[src/rtl/dn_load_sink.sv]
// Receiving end of the boot-loader download stream: buffers {addr,data} bytes in a
// small FIFO, writes them to PCW RAM over a req/ack port, then releases the Z80.
module dn_load_sink #(
  parameter int          FIFO_DEPTH = 8,
  parameter logic [20:0] BASE_ADDR  = 21'h000000
) (
  input  logic        clk_sys,
  input  logic        reset,
  input  logic        dn_go,
  input  logic        dn_wr,
  input  logic [15:0] dn_addr,
  input  logic [7:0]  dn_data,
  input  logic        execute_enable,
  input  logic [15:0] execute_addr,
  output logic [20:0] mem_addr,
  output logic [7:0]  mem_din,
  output logic        mem_wr,
  input  logic        mem_ack,
  output logic        cpu_hold,
  output logic        jump_req,
  output logic [15:0] jump_addr,
  output logic        load_done,
  output logic        overflow,
  output logic [16:0] byte_count
);

  localparam int             PW         = (FIFO_DEPTH > 1) ? $clog2(FIFO_DEPTH) : 1;
  localparam logic [PW:0]    FULL_COUNT = (PW + 1)'(FIFO_DEPTH);
  localparam logic [16:0]    COUNT_MAX  = 17'h1FFFF;

  typedef enum logic [1:0] {
    ST_IDLE,
    ST_LOAD,
    ST_DRAIN,
    ST_FINISH
  } state_t;

  state_t        state, state_nxt;

  logic [20:0]   fifo_addr [FIFO_DEPTH];
  logic [7:0]    fifo_data [FIFO_DEPTH];
  logic [PW-1:0] wr_ptr, rd_ptr;
  logic [PW:0]   count;

  logic          exec_pending;
  logic [15:0]   exec_addr;
  logic          hold_q;
  logic          overflow_q;
  logic [16:0]   byte_count_q;

  logic          fifo_valid, fifo_full, loading;
  logic          push_req, push, pop;
  logic          session_start;
  logic [20:0]   entry_addr;

  // Datapath strobes. Outputs come only from FIFO registers, never from dn_*.
  // NOTE: every signal driven in always_comb gets a default first, so no path
  // through the block leaves it unassigned and no latch is inferred.
  always_comb begin
    fifo_valid = (count != '0);
    fifo_full  = (count == FULL_COUNT);
    loading    = (state == ST_LOAD) || (state == ST_DRAIN);
    pop        = fifo_valid && mem_ack;
    push_req   = loading && dn_go && dn_wr;
    push       = push_req && (!fifo_full || pop);
    entry_addr = BASE_ADDR + {5'b0, dn_addr};

    mem_wr     = fifo_valid && !reset;
    mem_addr   = fifo_valid ? fifo_addr[rd_ptr] : '0;
    mem_din    = fifo_valid ? fifo_data[rd_ptr] : '0;
  end

  // Next-state and FSM-decoded pulse outputs.
  always_comb begin
    state_nxt     = state;
    session_start = 1'b0;
    load_done     = 1'b0;
    jump_req      = 1'b0;
    jump_addr     = '0;
    unique case (state)
      ST_IDLE: begin
        if (dn_go) begin
          state_nxt     = ST_LOAD;
          session_start = 1'b1;
        end
      end
      ST_LOAD: begin
        if (!dn_go) state_nxt = ST_DRAIN;
      end
      ST_DRAIN: begin
        if (dn_go)            state_nxt = ST_LOAD;
        else if (!fifo_valid) state_nxt = ST_FINISH;
      end
      ST_FINISH: begin
        load_done = 1'b1;
        if (exec_pending) begin
          jump_req  = 1'b1;
          jump_addr = exec_addr;
        end
        state_nxt = ST_IDLE;
      end
      default: state_nxt = ST_IDLE;
    endcase
  end

  // NOTE: the FIFO storage has no reset; count gates every use of it, so stale
  // contents are never observed and the array can map onto plain RAM cells.
  always_ff @(posedge clk_sys) begin
    if (push && !reset) begin
      fifo_addr[wr_ptr] <= entry_addr;
      fifo_data[wr_ptr] <= dn_data;
    end
  end

  // NOTE: sequential state is updated with non-blocking assignments only, so
  // every register samples the pre-edge values regardless of statement order.
  always_ff @(posedge clk_sys) begin
    if (reset) begin
      state  <= ST_IDLE;
      wr_ptr <= '0;
      rd_ptr <= '0;
      count  <= '0;
    end else begin
      state <= state_nxt;
      if (push) wr_ptr <= wr_ptr + PW'(1);
      if (pop)  rd_ptr <= rd_ptr + PW'(1);
      unique case ({push, pop})
        2'b10:   count <= count + (PW + 1)'(1);
        2'b01:   count <= count - (PW + 1)'(1);
        default: count <= count;
      endcase
    end
  end

  // Session bookkeeping: hold, counters, overflow and the deferred jump.
  always_ff @(posedge clk_sys) begin
    if (reset) begin
      hold_q       <= 1'b1;
      overflow_q   <= 1'b0;
      byte_count_q <= '0;
      exec_pending <= 1'b0;
      exec_addr    <= '0;
    end else begin
      if (session_start)               hold_q <= 1'b1;
      else if (state_nxt == ST_FINISH) hold_q <= 1'b0;

      if (session_start) begin
        overflow_q   <= 1'b0;
        byte_count_q <= '0;
        exec_pending <= 1'b0;
      end else begin
        if (push && byte_count_q != COUNT_MAX) byte_count_q <= byte_count_q + 17'd1;
        if (push_req && !push)                 overflow_q   <= 1'b1;
        if (loading && execute_enable) begin
          exec_addr    <= execute_addr;
          exec_pending <= 1'b1;
        end else if (state == ST_FINISH) begin
          exec_pending <= 1'b0;
        end
      end
    end
  end

  assign cpu_hold   = hold_q;
  assign overflow   = overflow_q;
  assign byte_count = byte_count_q;

endmodule
[config.mk]
export PLATFORM = sky130hd
export DESIGN_NAME = dn_load_sink
export DESIGN_NICKNAME = d
export VERILOG_FILES = /design/src/rtl/dn_load_sink.sv
export SDC_FILE = /design/constraint.sdc
export NUM_CORES = 1
export LEC_CHECK = 0
export CAP_MARGIN = 0
export CORE_MARGIN = 4
export CORE_UTILIZATION = 50
export CTS_CLUSTER_SIZE = 20
export DETAILED_ROUTE_END_ITERATION = 8
export DONT_BUFFER_PORTS = 1
export GPL_TIMING_DRIVEN = 0
export PLACE_DENSITY = 0.68
export SLEW_MARGIN = 25
export SYNTH_ARGS = -nofsm -noshare
export SYNTH_HDL_FRONTEND = slang
export SYNTH_SLANG_ARGS = --single-unit
[constraint.sdc]
create_clock -name clk_sys -period 4.35 [get_ports clk_sys]
set_input_delay 0.435 -clock clk_sys [delete_from_list [all_inputs] [get_ports clk_sys]]
set_output_delay 0.435 -clock clk_sys [all_outputs]
set_load 0.05 [all_outputs]
* Word level (Yosys, flattened, before mapping)
Memories as Yosys holds them, arrays and structs flattened. A register that Yosys moved wholly into a read port is not among the register bits. Cells that the tools add are included.
Word-level totals: bits in registers 48, bits in latches 0, bits in writable memories 192, ROM bits 0, input port bits 46, output and inout port bits 67, word-level logic and storage cells 68, memories 2
Memory list:
- fifo_addr | words 8, width 16, rd ports 1, clocked after Yosys merged registers in 1, wr ports 1, RTL line 40 | logic [20:0] fifo_addr [FIFO_DEPTH];
- fifo_data | words 8, width 8, rd ports 1, clocked after Yosys merged registers in 1, wr ports 1, RTL line 41 | logic [7:0] fifo_data [FIFO_DEPTH];
Operators by class: add/sub/neg operators 5, multipliers 0, div/mod/pow operators 0, magnitude comparators 0, eq/ne operators 8, shifts and indexed selects 0, mux-type cells 23, bitwise logic cells 1, reductions and logical operators 20
Operators by type and width (number):
- 16-bit two-way mux | 2
- 21-bit two-way mux | 1
- 17-bit by 1-bit adder with 17-bit output, second input constant | 1
- 17-bit inequality test, second input constant | 1
- 3-bit two-way mux | 4
- 1-bit logical AND | 9
- 1-bit two-way mux | 9
- 2-bit == test, second input constant | 4
- 2-bit two-way mux | 4
- 8-bit two-way mux | 1
- 2-bit one-hot mux with 4 select lines | 1
- 4-bit one-hot mux with 2 select lines | 1
- 3-bit by 1-bit adder with 3-bit output, second input constant | 2
- 4-bit by 1-bit adder with 4-bit output, second input constant | 1
- 2-bit by 1-bit == test with 1-bit output, second input constant | 2
- 4-bit == test, second input constant | 1
- 2-bit nonzero test | 2
- 4-bit nonzero test | 1
- 4-bit by 1-bit subtractor with 4-bit output, second input constant | 1
- 1-bit logical NOT | 3
- 2-bit logical NOT | 1
- 1-bit logical OR | 2
- 2-bit AND reduction | 1
- 2-bit OR reduction | 1
- 1-bit NOT | 1

* Longest topological paths before layout
depth in word-level cells 8, depth in mapped cells 10, depth with buffers taken out 10

* Worst setup path after synthesis
No wires, ideal clock.
path kind register -> register, from register state[1], to memory fifo_addr[0][0] in the netlist's numbering (enable), setup time 0.474 ns, arrival time 3.826 ns, data required time 3.876 ns, setup slack 0.050 ns, stages on the path, launching flop included 7, path buffers 1, clock period less this slack 4.300 ns, path through dfxtp_1 inv_1 ha_1 and3_1 clkbuf_1 o21ai_2 nor4b_1
On the way: word-level cells in the longest chain between the ends 8, elaborated cells on any way between the ends 9, those cells by class eq/ne: 2; mux: 2; reduce/logical: 5
Ends and longest elaborated chain:
- from (decl) | RTL line 38 | state_t state, state_nxt;
- from (signal assigned) | RTL line 124 | state <= state_nxt;
- 2-bit by 1-bit == test with 1-bit output or 2-bit == test (tied branches) | RTL line 62 | loading = (state == ST_LOAD) || (state == ST_DRAIN);
- 1-bit logical OR * | RTL line 62
- 1-bit logical AND * (2 in series) | RTL line 64 | push_req = loading && dn_go && dn_wr;
- 1-bit logical AND * | RTL line 65 | push = push_req && (!fifo_full || pop);
- 1-bit logical AND * | RTL line 109 | if (push && !reset) begin
- 1-bit two-way mux * | RTL line 109
- 1-bit two-way mux (implied by the code) * | RTL line 110 | fifo_addr[wr_ptr] <= entry_addr;
- to (decl) | RTL line 40
Mark *: on every way between the ends. The rest lies on a longest branch, timed or not.

==> reports/metrics.csv <==
metric;value;unit
drv_slew;0;
ys_seq_elements;243;
start_kind;flip-flop;
crit_type;reg -> out;
root_buffer;clkbuf_16;
clk_path_buf_depth;3;
period_share;83.9;%
ir_worst_vdd;293;uV
antenna_found_initial;0;
synth_top_area_share;58.9;%
htreeDepth;1;
p_leak;3.78;nW
slowest_delay;0.76;ns
gr-total-overflow;0;
syn_avg_cell_area;16.0;um^2
synth.distinct_cells;53;
num_io_pins;113;
drt_first_iter_violations;422;
gp_congestion;0.761;
wl_per_cell;21.8;um
clk_latency;0.52;ns
fmax;274;MHz
grt.total_usage;19.5;%
status;finished, final reports clean;
skew;0.0181;ns
ys_seq_area_share;69.3;%
worst_pin_slew;1.08;ns
required;3.91;ns
synth_flop_cell;edfxtp_1;
via_count;5648;
rsz0062_at_grt;false;
clk_pin_slew;0.06;ns
num_rows;50;
die_x;148;um
syn_area;0.00979;mm^2
portBuffers;0;
cts-resized-gates;0;
synth_cells;613;
p_per_area;573;mW/mm^2
initial_core_util;51.7;%
setup_slack;0.701;ns
ctsHoldBuffers;23;
cts_tree;yes;
dp_worst_setup_slack;0.968;ns
cp.depth;5;
synth_warnings;0;
post-synth-top-area-cell;edfxtp_1;
dpl-instance-area;0.0104;mm^2
drive_gt1_share;19.0;%
critPathMaxFanout;10;
grt_pass1_wl;33100;um
firstDrtPassIters;4;
via_per_inst;5.78;
nets;757;
end_kind;primary output;
layout.cells.non_filler;977;
grt_pass1_vias;5933;
hp-class;in -> reg;
holdPathStages;0;
wirelength;21300;um
hold_violations;0;
cpMaxStageDelayCell;nor2_1;
die_h;148;um
postRouteAntennaNets;0;
finalCriticalPeriod;3.65;ns
place_hpwl;14300;um
postCtsSetupBuffers;0;
numCtsBuffers;24;
drcViolationCount;0;
dpl.cell_count;901;
ff2ff_path_depth;8;
crit_top_cell;clkbuf_1;
cts.sinks;243;
path_buf_inv;2;
synth_area_leaders;edfxtp_1 59%, mux4_2 11%, dfxtp_1 10%, mux2i_1 2.6%, nand2_1 1.9%;
diodes;0;
path_cells;clkbuf_1 > clkbuf_1 > mux4_2 > mux2i_1 > nor2_1;
holdWs;0.0202;ns
die_area;0.0219;mm^2
core_area;0.0190;mm^2
critPathArrivalTime;3.21;ns
crit_family;buffers and inverters;
syn2layout_area_growth;17.9;%
finish.instance_area;0.0115;mm^2
grt_max_degree;16;
synth_edf_count;192;
cap_violations;0;
relSlewSlack;28.1;%
finalSetupViolCount;0;
async_flop_share;0;%
## Yosys cell counts (all sizes together), types with 9 or more instances
cell type / count
a21oi: 36
and3: 18
buf: 14
clkbuf: 20
dfxtp: 51
edfxtp: 192
ha: 11
mux2i: 25
mux4: 48
nand2: 49
nor2: 43
nor3: 9
o21ai: 12
## report_power, final
group / switching (mW) / total (mW) / internal [mW] / leakage, nW
registers: 0.0548 / 2.61 / 2.56 / 2.14
logic: 1.37 / 1.91 / 0.539 / 1.24
clock network: 0.846 / 2.10 / 1.25 / 0.396
total: 2.27 / 6.62 / 4.35 / 3.78
## metrics by stage
step	utilization, %	power, mW	setup TNS, ns
CTS	60.4	6.68	0
global placement	53.5	4.50	-187.61
finish	60.9	6.62	0
floorplan	-	4.21	0
global route	60.9	6.90	0
detailed placement	54.9	4.56	0
## cell type report
class / count / area (um^2)
multi-input cells: 332 / 2880
fillers: 1375 / 7410
clock inverters: 14 / 159
repair buffers: 56 / 548
well taps: 260 / 325
plain buffers: 34 / 160
inverters: 8 / 30.0
clock buffers: 30 / 654
flip-flops and latches: 243 / 6790
## worst paths after layout
| check | from | end | slack, ns |
|---|---|---|---|
| setup / recovery | flip-flop | mem_addr[12] | 0.70 |
| hold reg to reg | exec_addr[15] | exec_addr[15] | 0.45 |
| setup reg to reg | state[1] | fifo_addr[4][10] | 0.98 |
| hold / removal | dn_addr[15] | fifo_addr[5][15] | 0.02 |
## routing by layer
metal / global-route usage [%] / part of all wire [%]
met5: 0 / 0
met1: 24.9 / 40
met4: 4.57 / 1.7
met2: 34.0 / 52
met3: 4.78 / 6.4
## flip-flops by register name, summed over array words and instances, names as in the netlist, named ones only
signal	cells
byte_count	17
count	4
cpu_hold	1
exec_addr	16
exec_pending	1
fifo_addr	128
fifo_data	64
overflow	1
rd_ptr	3
state	2
wr_ptr	3
## cells by family (layout without fill, tap and decap cells)
family          count (synthesis)  after routing  synth area share (%)
compound gates                 72             72                  4.66
xor+xnor                        9              9                 0.805
fa+ha+maj                      12             12                  1.61
buf+inv                        42            142                  1.94
flops                         243            243                  69.3
mux                            74             74                  13.7
other cells                     1              5                0.0383
simple gates                  160            160                  7.93
## cells in the final DEF (no fill, tap or decap), types with 6 or more instances in the layout
cell	Yosys	routed
ha_1	11	11
mux4_2	48	48
clkbuf_16	0	25
o21ai_0	11	11
nor2_1	43	40
a21oi_1	36	36
mux2i_1	25	25
dlygate4sd3_1	0	32
clkinv_2	0	6
clkbuf_1	19	23
nor3_1	9	6
nand3_1	8	8
inv_1	8	8
edfxtp_1	192	192
nand2_1	49	49
and3_1	18	18
buf_2	4	12
dfxtp_1	51	51
or3_1	7	7
buf_4	5	16
Note: power is estimated with default switching activity, not from simulation.
